### config.mk
export PLATFORM = sky130hd
export DESIGN_NAME = bcd_7seg_scan_driver
export DESIGN_NICKNAME = d
export VERILOG_FILES = /design/src/rtl/bcd_disp_pkg.sv /design/src/rtl/bcd_to_7seg.sv /design/src/rtl/bcd_7seg_scan_driver.sv
export SDC_FILE = /design/constraint.sdc
export NUM_CORES = 1
export LEC_CHECK = 0
export CAP_MARGIN = 5
export CORE_ASPECT_RATIO = 0.6
export CORE_MARGIN = 3
export CORE_UTILIZATION = 50
export DETAILED_ROUTE_END_ITERATION = 6
export PLACE_DENSITY_LB_ADDON = 0.12
export REMOVE_ABC_BUFFERS = 1
export SETUP_SLACK_MARGIN = 0.4
export SYNTH_ARGS = -nofsm -noshare
export SYNTH_HDL_FRONTEND = slang
export SYNTH_HIERARCHICAL = 1
export SYNTH_SLANG_ARGS = --single-unit
export TNS_END_PERCENT = 10
### constraint.sdc
create_clock -name clk -period 2 [get_ports clk]
set_clock_uncertainty 0.1 [all_clocks]
set_input_delay 0.4 -clock clk [delete_from_list [all_inputs] [get_ports clk]]
set_output_delay 0.4 -clock clk [all_outputs]
set_load 0.05 [all_outputs]
### src/rtl/bcd_disp_pkg.sv
// Shared definitions for the BCD 7-segment display path: sizes, segment codes
// and the digit bundle passed from the load port into the display buffers.
package bcd_disp_pkg;

    localparam int NUM_DIGITS = 4;
    localparam int SEG_W      = 7;

    // Active-high segment codes, bit order {g,f,e,d,c,b,a}
    localparam logic [SEG_W-1:0] SEG_0     = 7'h3F;
    localparam logic [SEG_W-1:0] SEG_1     = 7'h06;
    localparam logic [SEG_W-1:0] SEG_2     = 7'h5B;
    localparam logic [SEG_W-1:0] SEG_3     = 7'h4F;
    localparam logic [SEG_W-1:0] SEG_4     = 7'h66;
    localparam logic [SEG_W-1:0] SEG_5     = 7'h6D;
    localparam logic [SEG_W-1:0] SEG_6     = 7'h7D;
    localparam logic [SEG_W-1:0] SEG_7     = 7'h07;
    localparam logic [SEG_W-1:0] SEG_8     = 7'h7F;
    localparam logic [SEG_W-1:0] SEG_9     = 7'h6F;
    localparam logic [SEG_W-1:0] SEG_DASH  = 7'h40;
    localparam logic [SEG_W-1:0] SEG_BLANK = 7'h00;

    typedef struct packed {
        logic [NUM_DIGITS-1:0][3:0] digit;
        logic [NUM_DIGITS-1:0]      dp;
    } digit_bundle_t;

    // Digit i is a leading zero when it and every higher digit are zero; the
    // units digit always shows so a zero value still reads as "0".
    function automatic logic [NUM_DIGITS-1:0] leading_blank_mask(input digit_bundle_t b);
        logic [NUM_DIGITS-1:0] mask;
        logic                  higher_zero;
        mask        = '0;
        higher_zero = 1'b1;
        for (int i = NUM_DIGITS - 1; i >= 1; i--) begin
            higher_zero = higher_zero && (b.digit[i] == 4'd0);
            mask[i]     = higher_zero;
        end
        return mask;
    endfunction

endpackage

### src/rtl/bcd_to_7seg.sv
// Combinational BCD nibble to active-high 7-segment decoder; non-BCD codes
// (A-F) render as a dash so corrupted input is visible on the display.
module bcd_to_7seg
    import bcd_disp_pkg::*;
(
    input  logic [3:0]       bcd_i,
    output logic [SEG_W-1:0] seg_o
);

    always_comb begin
        seg_o = SEG_DASH;
        case (bcd_i)
            4'd0:    seg_o = SEG_0;
            4'd1:    seg_o = SEG_1;
            4'd2:    seg_o = SEG_2;
            4'd3:    seg_o = SEG_3;
            4'd4:    seg_o = SEG_4;
            4'd5:    seg_o = SEG_5;
            4'd6:    seg_o = SEG_6;
            4'd7:    seg_o = SEG_7;
            4'd8:    seg_o = SEG_8;
            4'd9:    seg_o = SEG_9;
            default: seg_o = SEG_DASH;
        endcase
    end

endmodule

### src/rtl/bcd_7seg_scan_driver.sv
// Time-multiplexed 4-digit 7-segment driver with double-buffered digits,
// programmable scan prescaler, leading-zero blanking and per-digit points.
module bcd_7seg_scan_driver
    import bcd_disp_pkg::*;
#(
    parameter int CLK_DIV        = 50000,
    parameter bit ACTIVE_LOW_SEG = 1'b1,
    parameter bit ACTIVE_LOW_AN  = 1'b1,
    parameter bit BLANK_LEADING  = 1'b1
) (
    input  logic                  clk,
    input  logic                  rst_n,
    input  logic                  load_i,
    input  logic [3:0]            thousands_i,
    input  logic [3:0]            hundreds_i,
    input  logic [3:0]            tens_i,
    input  logic [3:0]            units_i,
    input  logic [NUM_DIGITS-1:0] dp_en_i,
    output logic [SEG_W-1:0]      seg_o,
    output logic                  dp_o,
    output logic [NUM_DIGITS-1:0] an_o,
    output logic                  frame_done_o,
    output logic                  pending_o
);

    localparam int                    CNT_W      = $clog2(CLK_DIV);
    localparam logic [CNT_W-1:0]      PRESC_LAST = CNT_W'(CLK_DIV - 1);
    localparam logic [1:0]            IDX_LAST   = 2'(NUM_DIGITS - 1);
    localparam logic [SEG_W-1:0]      SEG_OFF    = ACTIVE_LOW_SEG ? {SEG_W{1'b1}} : SEG_BLANK;
    localparam logic                  DP_OFF     = ACTIVE_LOW_SEG;
    localparam logic [NUM_DIGITS-1:0] AN_OFF     = ACTIVE_LOW_AN ? {NUM_DIGITS{1'b1}} : '0;

    logic [CNT_W-1:0]      presc_q, presc_d;
    logic [1:0]            digit_idx_q, digit_idx_d;
    logic                  run_q;
    digit_bundle_t         pend_buf_q, pend_buf_d;
    digit_bundle_t         disp_buf_q, disp_buf_d;
    logic                  pending_q, pending_d;
    logic                  frame_done_q, frame_done_d;
    logic [SEG_W-1:0]      seg_q, seg_d;
    logic                  dp_q, dp_d;
    logic [NUM_DIGITS-1:0] an_q, an_d;

    logic                  tick;
    logic                  boundary;
    digit_bundle_t         load_bundle;
    logic [3:0]            cur_nibble;
    logic [SEG_W-1:0]      dec_seg;
    logic [SEG_W-1:0]      seg_act;
    logic [NUM_DIGITS-1:0] an_act;
    logic [NUM_DIGITS-1:0] blank_mask;

    assign tick        = (presc_q == PRESC_LAST);
    assign boundary    = tick && (digit_idx_q == IDX_LAST);
    assign load_bundle = {thousands_i, hundreds_i, tens_i, units_i, dp_en_i};
    assign cur_nibble  = disp_buf_q.digit[digit_idx_q];
    assign blank_mask  = BLANK_LEADING ? leading_blank_mask(disp_buf_q) : '0;

    bcd_to_7seg u_dec (
        .bcd_i (cur_nibble),
        .seg_o (dec_seg)
    );

    // A load coincident with the boundary lands after the transfer, so the old
    // pending value is shown and the new one waits a full frame.
    always_comb begin
        presc_d      = tick ? '0 : presc_q + CNT_W'(1);
        digit_idx_d  = tick ? digit_idx_q + 2'd1 : digit_idx_q;
        frame_done_d = boundary;
        pend_buf_d   = pend_buf_q;
        disp_buf_d   = disp_buf_q;
        pending_d    = pending_q;
        if (boundary && pending_q) begin
            disp_buf_d = pend_buf_q;
            pending_d  = 1'b0;
        end
        if (load_i) begin
            pend_buf_d = load_bundle;
            pending_d  = 1'b1;
        end
    end

    // Output stage is held off for the first cycle after reset so digit 0
    // appears on the second edge; blanked digits keep their anode enabled.
    always_comb begin
        seg_act = blank_mask[digit_idx_q] ? SEG_BLANK : dec_seg;
        an_act  = NUM_DIGITS'(1) << digit_idx_q;
        seg_d   = SEG_OFF;
        dp_d    = DP_OFF;
        an_d    = AN_OFF;
        if (run_q) begin
            seg_d = ACTIVE_LOW_SEG ? ~seg_act : seg_act;
            dp_d  = ACTIVE_LOW_SEG ? ~disp_buf_q.dp[digit_idx_q] : disp_buf_q.dp[digit_idx_q];
            an_d  = ACTIVE_LOW_AN ? ~an_act : an_act;
        end
    end

    always_ff @(posedge clk or negedge rst_n) begin
        if (!rst_n) begin
            presc_q      <= '0;
            digit_idx_q  <= 2'd0;
            run_q        <= 1'b0;
            pend_buf_q   <= '0;
            disp_buf_q   <= '0;
            pending_q    <= 1'b0;
            frame_done_q <= 1'b0;
            seg_q        <= SEG_OFF;
            dp_q         <= DP_OFF;
            an_q         <= AN_OFF;
        end else begin
            presc_q      <= presc_d;
            digit_idx_q  <= digit_idx_d;
            run_q        <= 1'b1;
            pend_buf_q   <= pend_buf_d;
            disp_buf_q   <= disp_buf_d;
            pending_q    <= pending_d;
            frame_done_q <= frame_done_d;
            seg_q        <= seg_d;
            dp_q         <= dp_d;
            an_q         <= an_d;
        end
    end

    assign seg_o        = seg_q;
    assign dp_o         = dp_q;
    assign an_o         = an_q;
    assign frame_done_o = frame_done_q;
    assign pending_o    = pending_q;

endmodule

==> reports/qor.yml <==
run_status:
  status: "complete, but fails checks"
  violations: "setup timing"
finish:
  fin_util_pct: 70.3
  layout-drive-gt1-share_pct: 44.2
  mostFrequentLayoutCells: "60 x dfrtp_1, 32 x buf_4, 21 x mux2_4, 21 x clkdlybuf4s50_1, 20 x mux2_2"
  n_antenna_cell: 0
  layout.nets: 346
  fin_area_um2: 4360
  final_common_cell: "dfrtp_1"
  area_growth_pct: 34.6
cts:
  cts_sinks: 73
  clockRootBuffer: "clkbuf_8"
  clk_latency_ns: 0.34
  clk_pin_slew_worst_paths_ns: 0.07
  clockBufferDepth: 2
  numCtsBuffers: 9
  htreeDepth: 3
  cts_tree: "yes"
sta:
  final.hold.worst_slack_ns: 0.405
  rsz0062_at_grt: "true"
  fin_crit_ns: 2.18
  fin_ws_ns: -0.185
  hold_viol_final: 0
  max_freq_mhz: 458
  maxSlewViolCount: 0
  finalSetupViolCount: 23
  finalCritPeriodShare_pct: 109
yosys:
  syn_area_um2: 3240
  synth.distinct_cells: 38
  ys_warn_count: 6
  synth-seq-cells: 73
  avgSynthCellArea_um2: 13.4
  synth-seq-area-share_pct: 56.9
  synthCells: 242
route:
  ant_nets: 0
  vias: 2127
  drt-pass1-iter-count: 4
  drtIter0Drc: 88
  drcViolationCount: 0
  wl_per_cell_um: 16.4
  viasPerCell: 5.30
  wl_um: 6560
floorplanning:
  die-height_um: 68.3
  fp-row-count: 22
  io_pins: 37
  die-width_um: 110
  start_util_pct: 52.2
  die-area_um2: 7500
  core_um2: 6190
pwr:
  clock_power_share_pct: 42.7
  p_comb_share_pct: 5.8
  p_sw_mw: 0.630
  seqPwrFrac_pct: 51.5
  p_int_mw: 2.39
  power_mw: 3.03
  netSwitchingFraction_pct: 20.8
  leakage_nw: 1.94
  pwr_density_cell_nw_per_um2: 695
  ir_drop_v: 0.000448
placement:
  dp_hpwl_um: 4170
  place_area_um2: 3820
  gp_congestion: 0.858
  pre_cts_ws_ns: -0.181
  port_buffers: 36
min_path:
  min_from: "presc_q[14]$_DFF_PN0_"
  hold_depth: 1
  worst_hold_path_type: "reg -> reg"
global_routing:
  use_met1_pct: 28.9
  grt_remaining_overflow: 0
  grt_max_degree: 74
  grt_busiest_layer: "met1"
  met2_usage_pct: 26.5
  antenna_found_initial: 0
  grt_pass1_wl_um: 10800
  grt_pass1_vias: 2093
  gr-usage-met3_pct: 6.69
  track_usage_pct: 19.5
critical_path:
  worstPathRequired_ns: 2.12
  critPathArrivalTime_ns: 2.31
  startpoint: "presc_q[7]$_DFF_PN0_"
  critPathKind: "reg -> reg"
  reg2reg_slack_ns: -0.18
  reg2regPathDepth: 5
  critical_path.startpoint_type: "flop"
  endpoint_kind: "flop"
  r2r-start: "presc_q[7]$_DFF_PN0_"
  worstPathMaxFanout: 5
job:
  drv_cap: 0
-- worst max-delay path: stages, from the launching register on --
cell and delay (ns):
dfrtp_1 0.38, or4b_4 0.56, nor4_4 0.25, and3_4 0.30, clkbuf_16 0.17, mux2_4 0.29
-- metal layers --
layer  up-vias  share of wire (%)
li1       1001                  -
met1      1038                 50
met2        72                 42
met3        16                6.7
met4         0                1.6
met5         -                  0
-- cells in the mapped netlist (all sizes together) --
master | count | share of area, %
or2 | 1 | 0.19
or4b | 2 | 0.73
mux2 | 41 | 14
inv | 9 | 1.0
nand2 | 12 | 1.4
xnor2 | 6 | 1.6
o22ai | 3 | 0.58
ha | 11 | 4.3
a21o | 4 | 0.93
o21ai | 6 | 0.93
nor2b | 2 | 0.39
nor4 | 5 | 1.4
a22oi | 1 | 0.23
nor3 | 1 | 0.15
o31a | 1 | 0.27
clkbuf | 4 | 0.46
a21oi | 1 | 0.15
or4 | 2 | 0.46
nand2b | 1 | 0.19
nand3 | 14 | 2.2
dfstp | 12 | 9.7
or3 | 1 | 0.19
mux4 | 5 | 3.5
and3 | 1 | 0.19
buf | 5 | 1.5
nand3b | 2 | 0.46
conb | 1 | 0.12
xor2 | 7 | 1.9
dfrtp | 61 | 47
and4 | 2 | 0.54
nand4 | 6 | 1.2
and2b | 1 | 0.23
nor2 | 11 | 1.3
-- power by group through the flow --
stage,registers [mW],clock network (mW),logic [mW]
final,1.56,1.29,0.175
after global routing,1.57,1.39,0.192
after CTS,1.56,1.33,0.179
after detailed placement,1.59,0,0.176
after global placement,1.58,0,0.173
after floorplan,1.60,0,0.0461
-- area by class of cell --
class / count / area (µm²)
well taps: 84 / 105
multi-input cells: 151 / 1460
flip-flops and latches: 73 / 1840
inverters: 9 / 38.8
clock buffers: 12 / 155
repair buffers: 68 / 677
clock inverters: 4 / 75.1
fillers: 427 / 1840
-- state kept, by name, indices dropped and copies added, names as in the netlist --
signal        count
run_q             1
digit_idx_q       2
an_o              4
pending_o         1
disp_buf_q       20
presc_q          16
frame_done_o      1
seg_o             7
dp_o              1
pend_buf_q       20
-- through the flow --
stage          TNS, ns  std cells
4_1_cts          -2.63        400
3_3_place_gp     -3.00        378
6_report         -3.61        401
3_5_place_dp     -3.47        378
5_1_grt          -5.52        401
2_1_floorplan   -15.04        233
-- worst paths after layout --
kind | end
max in group asynchronous | dp_o$_DFF_PN1_
setup / recovery | disp_buf_q[3]$_DFFE_PN0P_
hold reg to reg | presc_q[14]$_DFF_PN0_
min in group asynchronous | presc_q[15]$_DFF_PN0_
setup reg to reg | disp_buf_q[3]$_DFFE_PN0P_
hold / removal | presc_q[14]$_DFF_PN0_
-- repair_timing --
action | 4_1_cts | 5_1_grt
resized for setup | 46 | 14
cloned | 1 | 1
pin swaps | 16 | 5
hold buffers | 1 | 0
endpoints found under the hold margin | 60 | 0
setup endpoints to repair | 40 | 42
setup buffers | 4 | 0
-- cells by family after synthesis --
kind of cell | after synthesis | synth area share, %
flops | 73 | 56.9
simple gates | 64 | 11.2
mux | 46 | 17.9
buf+inv | 18 | 3.05
compound gates | 16 | 3.09
xor+xnor | 13 | 3.52
fa+ha+maj | 11 | 4.25
other cells | 1 | 0.116
Power figures use the tool's default switching activity.
